## src/rtl/cmp_flag_tracker.sv

```systemverilog
// Debounces the comparator's one-hot greater/lesser/equal flags into a level state,
// emitting crossing pulses, saturating crossing counters and a sticky protocol-error flag.
module cmp_flag_tracker #(
  parameter int unsigned DEBOUNCE = 3,
  parameter int unsigned CNT_W    = 8
) (
  input  logic             clk,
  input  logic             rst,
  input  logic             flag_valid,
  input  logic             greater,
  input  logic             lesser,
  input  logic             equal,
  input  logic             clr_counts,
  output logic [1:0]       state,
  output logic             rise_pulse,
  output logic             fall_pulse,
  output logic [CNT_W-1:0] rise_count,
  output logic [CNT_W-1:0] fall_count,
  output logic             flag_err
);

  typedef enum logic [1:0] {
    StUnknown = 2'b00,
    StBelow   = 2'b01,
    StAt      = 2'b10,
    StAbove   = 2'b11
  } level_e;

  localparam logic [3:0]       RunTarget = 4'(DEBOUNCE);
  localparam logic [CNT_W-1:0] CntMax    = '1;

  level_e           state_q, state_d;
  level_e           cand_q, cand_d;
  level_e           samp;
  logic [3:0]       run_q, run_d, run_inc;
  logic             rise_q, rise_d;
  logic             fall_q, fall_d;
  logic [CNT_W-1:0] rise_cnt_q, rise_cnt_d;
  logic [CNT_W-1:0] fall_cnt_q, fall_cnt_d;
  logic             err_q, err_d;
  logic             one_hot;
  logic             samp_ok;
  logic             samp_bad;

  // Sample decode; samp is only meaningful when samp_ok is set.
  always_comb begin
    one_hot  = ({greater, lesser, equal} == 3'b100) ||
               ({greater, lesser, equal} == 3'b010) ||
               ({greater, lesser, equal} == 3'b001);
    samp_ok  = flag_valid && one_hot;
    samp_bad = flag_valid && !one_hot;
    if (lesser) begin
      samp = StBelow;
    end else if (equal) begin
      samp = StAt;
    end else if (greater) begin
      samp = StAbove;
    end else begin
      samp = StUnknown;
    end
  end

  always_comb begin
    state_d = state_q;
    cand_d  = cand_q;
    run_d   = run_q;
    run_inc = run_q;
    rise_d  = 1'b0;
    fall_d  = 1'b0;
    if (samp_bad) begin
      run_d = '0;
    end else if (samp_ok) begin
      if (samp == state_q) begin
        run_d = '0;
      end else begin
        if (samp == cand_q) begin
          run_inc = run_q + 4'd1;
        end else begin
          cand_d  = samp;
          run_inc = 4'd1;
        end
        if (run_inc == RunTarget) begin
          state_d = cand_d;
          run_d   = '0;
          // Leaving UNKNOWN or entering AT never pulses.
          rise_d  = (cand_d == StAbove) && ((state_q == StBelow) || (state_q == StAt));
          fall_d  = (cand_d == StBelow) && ((state_q == StAt) || (state_q == StAbove));
        end else begin
          run_d = run_inc;
        end
      end
    end
  end

  // Clear takes priority over a coincident increment or error.
  always_comb begin
    rise_cnt_d = rise_cnt_q;
    fall_cnt_d = fall_cnt_q;
    err_d      = err_q;
    if (clr_counts) begin
      rise_cnt_d = '0;
      fall_cnt_d = '0;
      err_d      = 1'b0;
    end else begin
      if (rise_d && (rise_cnt_q != CntMax)) begin
        rise_cnt_d = rise_cnt_q + 1'b1;
      end
      if (fall_d && (fall_cnt_q != CntMax)) begin
        fall_cnt_d = fall_cnt_q + 1'b1;
      end
      if (samp_bad) begin
        err_d = 1'b1;
      end
    end
  end

  always_ff @(posedge clk or posedge rst) begin
    if (rst) begin
      state_q    <= StUnknown;
      cand_q     <= StUnknown;
      run_q      <= '0;
      rise_q     <= 1'b0;
      fall_q     <= 1'b0;
      rise_cnt_q <= '0;
      fall_cnt_q <= '0;
      err_q      <= 1'b0;
    end else begin
      state_q    <= state_d;
      cand_q     <= cand_d;
      run_q      <= run_d;
      rise_q     <= rise_d;
      fall_q     <= fall_d;
      rise_cnt_q <= rise_cnt_d;
      fall_cnt_q <= fall_cnt_d;
      err_q      <= err_d;
    end
  end

  assign state      = state_q;
  assign rise_pulse = rise_q;
  assign fall_pulse = fall_q;
  assign rise_count = rise_cnt_q;
  assign fall_count = fall_cnt_q;
  assign flag_err   = err_q;

endmodule

```

## config.mk

```make
export PLATFORM = sky130hd
export DESIGN_NAME = cmp_flag_tracker
export DESIGN_NICKNAME = d
export VERILOG_FILES = /design/src/rtl/cmp_flag_tracker.sv
export SDC_FILE = /design/constraint.sdc
export NUM_CORES = 1
export LEC_CHECK = 0
export CELL_PAD_IN_SITES_DETAIL_PLACEMENT = 1
export CELL_PAD_IN_SITES_GLOBAL_PLACEMENT = 2
export CORE_ASPECT_RATIO = 1.5
export CORE_MARGIN = 4
export CORE_UTILIZATION = 29
export CTS_CLUSTER_SIZE = 14
export DETAILED_ROUTE_END_ITERATION = 8
export GPL_TIMING_DRIVEN = 0
export PLACE_DENSITY_LB_ADDON = 0.25
export SYNTH_ARGS = -nofsm -noshare
export SYNTH_HDL_FRONTEND = slang
export SYNTH_SLANG_ARGS = --single-unit
```

## constraint.sdc

```tcl
create_clock -name clk -period 2.59 [get_ports clk]
set_input_delay 0.777 -clock clk [delete_from_list [all_inputs] [get_ports clk]]
set_output_delay 0.777 -clock clk [all_outputs]
set_load 0.1 [all_outputs]
```

# After elaboration in Yosys (flattened, before gate mapping)
# Cells that the tools add are included.
# classes
n_addsub,3
reduce_logical,17
n_eq_ne,13
muxes,29
bitwise,2
# op_table
operator,n
$mux W4,8
$mux W8,4
$add A8 B1 Y8 const B,2
$ne A8 B8 Y1 const B,2
$mux W2,7
$mux W1,10
$reduce_bool A2 Y1,4
$eq A2 B2 Y1 const B,3
$logic_and A1 B1 Y1,6
$add A4 B1 Y4 const B,1
$eq A2 B1 Y1 const B,2
$eq A2 B2 Y1,2
$eq A4 B2 Y1 const B,1
$logic_or A1 B1 Y1,4
$reduce_and A4 Y1,1
$eq A3 B1 Y1 const B,1
$eq A3 B2 Y1 const B,1
$eq A3 B3 Y1 const B,1
$reduce_and A3 Y1,1
$not A1 Y1,2
$logic_not A1 Y1,1
# word_totals
reg_bits,27
out_inout_bits,21

# Longest topological paths before layout
# Gate-level depths: netlist of the first run.
# logic_depth
ltp_word,17
ltp_mapped,8

# Worst setup path after synthesis of the first run
# Ideal clock, no wire load.
# synth_path
kind,reg-to-reg
start,"reg state_q[0], in the netlist state[0]"
end,"reg rise_cnt_q[5], in the netlist rise_count[5]"
stages_incl_launch_ff,8
slack_ps,-717
path_buffers,0
setup_time_ps,125
arrival_ps,3182
required_ps,2465
cell_sequence,dfrtp_1 inv_1 ha_1 or4b_4 o21bai_4 or4_2 nor3_1 mux2_2
# synth_via
elab_chain_len,9
elab_cells_between_ends,11
# synth_lines
item,line_no,source
start: declaration,32,"level_e state_q, state_d;"
start signal: assignment,119,state_q <= StUnknown;
start signal: assignment,128,state_q <= state_d;
$eq A2 B1 Y1 / $eq A2 B2 Y1 (equally long branches),86,rise_d = (cand_d == StAbove) && ((state_q == StBelow) || (state_q == StAt));
$logic_or A1 B1 Y1,86,
$logic_and A1 B1 Y1,86,
$mux W1,82,if (run_inc == RunTarget) begin
$mux W1 *,73,if (samp == state_q) begin
$mux W1 *,72,end else if (samp_ok) begin
$mux W1 *,70,if (samp_bad) begin
$logic_and A1 B1 Y1 *,105,if (rise_d && (rise_cnt_q != CntMax)) begin
$reduce_bool A2 Y1 (no line) *,n/a,
end signal: assignment,133,rise_cnt_q <= rise_cnt_d;
end: declaration,38,"logic [CNT_W-1:0] rise_cnt_q, rise_cnt_d;"
# Mark *: on every way between the ends. The rest lies on a longest branch, timed or not.
# A chain may end at the register's enable or synchronous reset.

# Final worst setup path of the first run
# layout_path
start,in lesser
end,"reg rise_cnt_q[7], in the netlist rise_count[7]"
# layout_via
elab_chain_len,14
elab_cells_between_ends,28
# layout_lines
item,line_no,source
start: declaration,11,"input logic lesser,"
$mux W2,52,if (lesser) begin
$eq A2 B2 Y1,76,if (samp == cand_q) begin
$mux W2,76,
$mux W2,73,
$mux W2,72,
$mux W2,70,
$eq A2 B2 Y1,86,
$logic_and A1 B1 Y1,86,
$mux W1,82,
$mux W1,73,
$mux W1,72,
$mux W1 *,70,
$logic_and A1 B1 Y1 *,105,
$reduce_bool A2 Y1 (no line) *,n/a,
# Mark *: on every way between the ends. The rest lies on a longest branch, timed or not. The select of a mux whose other input is x is not followed.

==> metrics.yaml, run 1 <==
run_status:
  status: "finished, violations left"
  violations: "setup timing"
sta:
  setup_ws_ps: -38.4
  drv_slew: 0
  tightestPinTransition_ps: 1080
  rsz0062_at_grt: "true"
  hold_violations: 0
  min_period_ps: 2630
  fin_worst_skew_ps: 1.13
  min_period_over_period_pct: 101
  setup_viol: 1
  slew_headroom_pct: 27.7
  fmax_mhz: 380
cts:
  cts_made_buffers: 3
  clock_latency_ps: 280
  cts_root_buf: "clkbuf_8"
  cts_tree: "built"
  clockBufferDepth: 2
  hold_buffers: 0
  clk_pin_slew_ps: 100
  clock_tree.htree_level_count: 1
  cts.sinks: 27
critical_path:
  crit_fanout: 5
  cpMostUsedCell: "or4_4"
  slowest_stage: "or4b_4"
  critPathLaunchType: "primary input"
  crit_family: "simple AND/OR/NAND/NOR gates"
  path_cells: "dlygate4sd2_1 -> or4b_4 -> o21bai_4 -> or4_4 -> or4_4 -> a21oi_2"
  worstPathArrival_ps: 2840
  path_buf_inv: 1
  r2r-start: "state[0]"
  r2r_slack_ps: -40
  crit_start: "lesser"
  end_kind: "register"
  critical_path_depth: 6
  slowest_delay_ps: 510
  worstPathRequired_ps: 2800
  reg2reg_depth: 7
  critical_path_class: "in2reg"
power_and_ir_drop:
  p_clk_share_pct: 20.8
  p_leak_nw: 0.981
  power.internal_uw: 721
  switching_share_pct: 41.0
  ir_drop_uv: 434
  p_comb_share_pct: 38.6
  power_mw: 1.22
  seq_power_share_pct: 40.5
  power.density_mw_per_mm2: 539
  power.switching_uw: 502
placement:
  dp_cells: 277
  place.gp.congestion: 0.782
  io_buffers: 25
  dp_hpwl_um: 3760
synth:
  async_flop_share_pct: 100
  syn_area_mm2: 0.00168
  avgSynthCellArea_um2: 9.23
  synthCells: 182
  synthFlopType: "dfrtp_1"
  synth_cell_types: 47
  synth-edff-count: 0
  yosysWarnings: 0
  synth_nets: 194
  yosys_register_bits: 27
  seq_area_frac_synth_pct: 40.2
min_path:
  hold_path.class: "reg2reg"
  worstHoldStart: "flag_err"
  holdPathStages: 2
final_layout:
  fin_cells: 294
  layout_commonest_cell: "dfrtp_1"
  area_delta_synth_final_pct: 35.1
  drive_above_1_share_pct: 23.7
  n_antenna_cell: 0
  fin_util_pct: 41.0
  final_cell_mix: "dfrtp_1 (25), dlygate4sd2_1 (19), a21oi_1 (13), o21ai_0 (12), buf_4 (12)"
  fin_nets: 237
die:
  die_h_um: 101
  die-area_mm2: 0.00710
  initial_core_util_pct: 30.3
  rows: 33
  io_pins: 28
  coreArea_mm2: 0.00553
  chipWidth_um: 70.1
routing:
  via_per_inst: 5.55
  drt-initial-drc-count: 46
  drt-wirelength-per-cell_um: 18.0
  wirelength_um: 5300
  via_count: 1631
  drtPass1Iterations: 4
  drc: 0
  ant_nets: 0
global_route:
  gr-total-overflow: 0
  grt_pass1_vias: 1800
  antenna_found_initial: 0
  grtUsageTotal_pct: 15.5
  grt_max_degree: 28
  grt_pass1_wl_um: 8770
job:
  cap_violations: 0
[layout make-up]
cell class                 count  area (um^2)
buffer                        10         66.3
clock buffer                   4         45.0
fill                         668         3260
inverter                       9         36.3
multi-input combinational    136         1020
sequential                    27          683
tap                           70         87.6
timing repair buffer          38          325
[repair_timing]
action	in CTS	in global routing
pin swaps	11	7
endpoints found under the setup margin	41	20
buffers inserted	12	1
gates resized for setup	35	13
[per-layer routing]
layer  global-route usage (%)  share of wire, %  vias to the layer above  wire (um)
met4                     4.28               1.6                        0         85
met1                     17.7                40                      826       2130
met3                     1.89               2.5                        7        134
met5                        0                 0                        -          0
met2                     30.0                56                       23       2950
li1                         -                 -                      775          -
[stage by stage]
stage | TNS, ps | setup slack, ps | hold WS (ps) | instance area [um^2]
floorplan | -292 | -135 | 477 | 1720
global placement | -15630 | -753 | 495 | 2060
detailed placement | -16440 | -788 | 515 | 2060
CTS | -37.3 | -37.3 | 537 | 2230
global route | -140 | -85.5 | 579 | 2270
finish | -38.4 | -38.4 | 527 | 2270
[logic make-up after synthesis]
family / count (synthesis) / share of synthesized area, %
XOR/XNOR: 3 / 1.57
flip-flops: 27 / 40.2
adder cells (fa/ha/maj): 5 / 3.73
multiplexers: 3 / 2.01
buffers and inverters: 19 / 4.84
AND/OR/NAND/NOR: 67 / 24.3
AO/OA/AOI/OAI: 58 / 23.3
[cell usage after synthesis, types with 4 or more instances]
cell type | n | area [um^2]
a21oi_1 | 16 | 80.1
clkbuf_1 | 6 | 22.5
dfrtp_1 | 27 | 676
ha_1 | 5 | 62.6
inv_1 | 9 | 33.8
nand2_1 | 7 | 26.3
nand3_1 | 10 | 50.1
nand4_1 | 4 | 25.0
nor2_1 | 8 | 30.0
nor2b_1 | 5 | 31.3
nor3_1 | 5 | 25.0
o21a_1 | 4 | 30.0
o21ai_0 | 12 | 60.1
o31ai_1 | 9 | 67.6
or4_1 | 8 | 60.1
[power groups by stage]
stage	logic [mW]	registers, mW	clock network, mW
6_report	0.473	0.495	0.255
5_1_grt	0.510	0.501	0.281
4_1_cts	0.460	0.493	0.261
3_5_place_dp	0.403	0.508	0
3_3_place_gp	0.392	0.504	0
2_1_floorplan	0.209	0.586	0
[sequential cells by signal (all words and copies together) (netlist names)]
signal	count
fall_count	8
rise_count	8
run_q	4
cand_q	2
state	2
fall_pulse	1
flag_err	1
rise_pulse	1
[worst reg2reg max path, stage by stage, from the launching register on]
cell and delay (ps):
dfrtp_4 510, inv_4 70, ha_4 190, or4b_4 520, o21bai_4 200, or4_4 420, or4_4 500, a21oi_2 140
[final timing paths]
path	endpoint
setup / recovery	rise_count[7]
hold / removal	flag_err
setup reg to reg	rise_count[7]
hold reg to reg	flag_err
max in group asynchronous	state[1]
min in group asynchronous	fall_count[2]
Power figures use the tool's default switching activity.
==> run 2, diff against run 1 <==
--- a/config.mk
+++ b/config.mk
@@ -8,7 +8,7 @@
 export CELL_PAD_IN_SITES_DETAIL_PLACEMENT = 1
 export CELL_PAD_IN_SITES_GLOBAL_PLACEMENT = 2
 export CORE_ASPECT_RATIO = 1.5
-export CORE_MARGIN = 4
+export CORE_MARGIN = 2
 export CORE_UTILIZATION = 29
 export CTS_CLUSTER_SIZE = 14
 export DETAILED_ROUTE_END_ITERATION = 8
==> run 2 against run 1 <==
Net effect:
- the flow still finishes with violations (setup timing)
- clock skew rose by 3.4 ps
- critical path depth increased by 1
- sequential cell count stayed put
- utilization is 1.2 points higher
- critical path type is now reg2reg
==> metrics.yaml, run 2 (synthesis gave the netlist of run 1 again) <==
die:
  coreArea_mm2: 0.00553  # unchanged
  io_pins: 28  # unchanged
  die_h_um: 97.2  # -4.0%
  chipWidth_um: 66.1  # -5.7%
  initial_core_util_pct: 30.3  # unchanged
  rows: 33  # unchanged
  die-area_mm2: 0.00643  # -9.4%
sta:
  setup_tns_ps: -36.0  # +2.33 ps
  min_period_over_period_pct: 101  # about the same
  tightestPinTransition_ps: 1130  # +42.1 ps
  setup_ws_ps: -36.0  # +2.33 ps
  rsz0062_at_grt: "true"
  slew_headroom_pct: 24.8  # -2.8 points
  fin_worst_skew_ps: 4.56  # +3.43 ps
  fmax_mhz: 381  # about the same
  hold_violations: 0  # unchanged
  setup_viol: 1  # unchanged
  whs_ps: 515  # -12.3 ps
  min_period_ps: 2630  # -2.33 ps
  drv_slew: 0  # unchanged
final_layout:
  fill_cells: 660  # -1.2%
  fin_nets: 240  # +1.3%
  register_area_um2: 683  # unchanged
  drive_above_1_share_pct: 28.6  # +5.0 points
  n_antenna_cell: 0  # unchanged
  area_delta_synth_final_pct: 39.0
  final_cell_mix: "dfrtp_1 (25), dlygate4sd2_1 (19), buf_4 (15), o21ai_0 (12), a21oi_1 (11)"
  layout_commonest_cell: "dfrtp_1"
  multi_input_area_mm2: 0.00107  # +4.2%
routing:
  drtPass1Iterations: 4  # unchanged
  drt-initial-drc-count: 44  # -4.3%
  wirelength_um: 5280  # -0.45%
  ant_nets: 0  # unchanged
  via_count: 1652  # +1.3%
  via_per_inst: 5.56  # +0.26%
  drc: 0  # unchanged
  drt-wirelength-per-cell_um: 17.8  # -1.5%
power_and_ir_drop:
  power.density_mw_per_mm2: 532  # -1.4%
  p_leak_nw: 1.00  # +2.4%
  ir_drop_uv: 325  # -25%
critical_path:
  path_cells: "inv_4 -> ha_4 -> or4b_4 -> o21bai_4 -> or4_4 -> or4_4 -> a21oi_2"
  crit_family: "simple AND/OR/NAND/NOR gates"
  path_buf_inv: 1  # unchanged
  cpMostUsedCell: "or4_4"
  slowest_delay_ps: 520  # about the same
  slowest_stage: "dfrtp_4"
  worstPathArrival_ps: 2830  # about the same
  crit_fanout: 5  # unchanged
  critical_path_class: "reg2reg"
  worstPathRequired_ps: 2800  # about the same
  r2r_slack_ps: -40  # about the same
  end_kind: "register"
  critPathLaunchType: "register"
cts:
  cts.sinks: 27  # unchanged
  clock_tree.htree_level_count: 1  # unchanged
  clockBufferDepth: 2  # unchanged
  hold_buffers: 0  # unchanged
  cts_tree: "built"
  clk_pin_slew_ps: 100  # about the same
  cts_root_buf: "clkbuf_8"
  clock_latency_ps: 280  # about the same
  cts_made_buffers: 3  # unchanged
global_route:
  gr-total-overflow: 0  # unchanged
  grt_pass1_vias: 1772  # -1.6%
  grt_max_degree: 28  # unchanged
  grtUsageTotal_pct: 17.5  # +2.1 points
  grt_pass1_wl_um: 8840  # +0.79%
  antenna_found_initial: 0  # unchanged
placement:
  io_buffers: 25  # unchanged
  place.gp.congestion: 0.761  # -2.6%
  place_ws_ps: -789  # -1.37 ps
  dp_hpwl_um: 3720  # -1.1%
min_path:
  hold_path.class: "reg2reg"
run_status:
  status: "finished, violations left"
  violations: "setup timing"
job:
  cap_violations: 0  # unchanged
[run 2: changes by cell type in the layout (fill, tap and decap cells not counted), sizes merged]
cell	before	now
clkinv	0	1
buf	17	20
clkbuf	11	10
[run 2: path summary, 6_finish.rpt]
kind | from | end | cells after the start
max | state[0] | rise_count[7] | 7
min | flag_err | flag_err | 2
max reg2reg | state[0] | rise_count[7] | 7
min reg2reg | flag_err | flag_err | 2
max in group asynchronous | rst | state[1] | 2
min in group asynchronous | rst | fall_count[2] | 2
[run 2: worst register-to-register path, cell delays in order, from the launching register on]
cell	delay, ps
dfrtp_4	520
inv_4	70
ha_4	190
or4b_4	520
o21bai_4	210
or4_4	430
or4_4	500
a21oi_2	130
[run 2: per-layer routing]
layer	global-route usage (%)	wire length [um]	vias to the layer above	share of wire, %
met1	21.5	2220	843	42
li1	-	-	786	-
met3	2.09	115	4	2.2
met4	5.02	42	0	0.80
met5	0	0	-	0
met2	31.3	2900	19	55
[run 2: what timing repair did]
action                                  in CTS  in global routing
pin swaps                                   12                  7
resized for setup                           38                 18
endpoints found under the setup margin      41                 13
hold endpoints to repair                     0                  0
buffers inserted                            12                  4
[run 2: cell type report]
class	count	share of cell area, %
Sequential cell	27	29.3
Clock inverter	1	0.214
Timing Repair Buffer	41	14.9
Clock buffer	3	1.77
Inverter	9	1.55
Tap cell	70	3.75
Multi-Input combinational cell	136	45.7
Buffer	10	2.84
[run 2: where the power goes]
group / leakage, nW / internal [mW] / switching [mW]
clock: 0.0255 / 0.108 / 0.147
combinational: 0.612 / 0.164 / 0.325
sequential: 0.367 / 0.458 / 0.0393
[run 2: stage by stage]
| step | area [um^2] | utilization [%] | power, mW | std cells |
|---|---|---|---|---|
| 4_1_cts | 2240 | 40.5 | 1.23 | 293 |
| 5_1_grt | 2330 | 42.2 | 1.32 | 297 |
| 2_1_floorplan | 1720 | - | 0.795 | 182 |
| 3_5_place_dp | 2060 | 37.2 | 0.913 | 277 |
| 3_3_place_gp | 2060 | 37.2 | 0.896 | 277 |
| 6_report | 2330 | 42.2 | 1.24 | 297 |
==> run 3, diff against run 2 <==
--- a/config.mk
+++ b/config.mk
@@ -5,6 +5,7 @@
 export SDC_FILE = /design/constraint.sdc
 export NUM_CORES = 1
 export LEC_CHECK = 0
+export ABC_CLOCK_PERIOD_IN_PS = 2590
 export CELL_PAD_IN_SITES_DETAIL_PLACEMENT = 1
 export CELL_PAD_IN_SITES_GLOBAL_PLACEMENT = 2
 export CORE_ASPECT_RATIO = 1.5
==> results of run 3 <==
Same layout as run 2: the final DEF is identical, and so are final timing and power.
==> variant (config.mk and constraints of run 2) <==
Set the parameter `CNT_W` to 7 (it was 8).
--- a/src/rtl/cmp_flag_tracker.sv
+++ b/src/rtl/cmp_flag_tracker.sv
@@ -3,5 +3,5 @@
 module cmp_flag_tracker #(
   parameter int unsigned DEBOUNCE = 3,
-  parameter int unsigned CNT_W    = 8
+  parameter int unsigned CNT_W    = 7
 ) (
   input  logic             clk,
Ports: changed (resized fall_count and rise_count); port bits go from 28 to 26. The function was not compared with the original's and may differ.
==> variant against run 2 <==
Synthesized cell count decreased by 14%. Register-to-register slack improved by 0.15 ns. Sequential share of layout area increased by 3.1 points. Routed wire length decreased by 19%. Sequential cell count decreased by 2. Total power decreased by 7.2%. Setup slack improved by 0.086 ns. Clock power decreased by 6%. Final area decreased by 17%. Count of clock-buffer cells in the layout unchanged. Area after synthesis decreased by 10%.
==> variant: results (changes against run 2) <==
critical_path:
  cpMaxStageDelayCell: "clkdlybuf4s50_1"
  cpLargestDelayFamily: "buffers and inverters"
yosys:
  synthAdderAreaFrac_pct: 4.146  # +0.42 points
  synthXorXnorAreaFrac_pct: 1.161  # -0.40 points
  synth.area.top_cells: "dfrtp_1 41%, o31ai_1 5.5%, ha_1 4.1%, a21oi_1 4.0%, or4_1 3.5%"
  synth.mux.area_fraction_pct: 4.312  # +2.3 points
  synth_common_cells: "25 x dfrtp_1, 12 x a21oi_1, 11 x inv_1, 11 x o31ai_1, 9 x nor2_1"
  ys_seq_area_share_pct: 41.46  # +1.2 points
  syn_area_mm2: 0.001509  # -10%
sta:
  relSlewSlack_pct: 34.40  # +9.6 points
  skew_ns: 0.003769  # -0.0007903 ns
cells_and_area:
  n_all_buffers: 36  # -29%
  register_area_um2: 630.6  # -7.7%
  multi_input_cells: 111  # -18%
  fin_nets: 200  # -17%
  inv_count: 11  # +2
  drive_above_1_share_pct: 18.18  # -10 points
  buf_share_pct: 15.75  # -2.0 points
  final_cell_count_no_fill: 255  # -14%
  multi_input_area_share_pct: 42.99  # -2.7 points
grt:
  grt_pass1_vias: 1391  # -22%
  grt_util_met3_pct: 1.823  # -0.26 points
  grt_use_met2_pct: 30.76  # -0.55 points
  grt_first_pass_wirelength_um: 7031  # -20%
placed_design:
  dp.cells: 248  # -10%
  port_buffers: 24  # -4.0%
  place_congestion: 0.7355  # -3.4%
  dp_hpwl_um: 3198  # -14%
run_status:
  status: "finished clean"
routing:
  wire_per_inst_um: 16.67  # -6.2%
  wl_met1_um: 1666  # -25%
  met2WireLength_um: 2469  # -15%
power:
  cellLeakagePower_nw: 0.8634  # -14%
-- variant: changes by cell type in the layout (fill, tap and decap cells not counted), moves of 4 or more --
| cell | before | now |
|---|---|---|
| buf_4 | 15 | 3 |
| or4_4 | 8 | 0 |
| o21ai_0 | 12 | 5 |
| or4_1 | 2 | 7 |
| a21oi_2 | 5 | 1 |
-- variant: report_power, final --
part	total [mW]	internal [mW]	switching, mW
clock	0.240	0.108	0.132
sequential	0.480	0.431	0.0496
combinational	0.432	0.131	0.300
total	1.15	0.670	0.482
-- variant: worst paths after layout --
path	start	to	slack, ns	depth (start not counted)
min reg2reg	flag_err	flag_err	0.52	2
min in group asynchronous	rst	fall_pulse	1.02	2
max in group asynchronous	rst	state[0]	0.85	2
min	flag_err	flag_err	0.52	2
max reg2reg	state[0]	rise_count[0]	0.11	7
max	flag_err	flag_err	0.05	1
-- variant: what timing repair did --
action                                  CTS  global route
hold buffers                              0             0
pin swaps                                 4             1
endpoints found under the setup margin   40            10
gates resized for setup                  30             3
setup buffers                             3             0
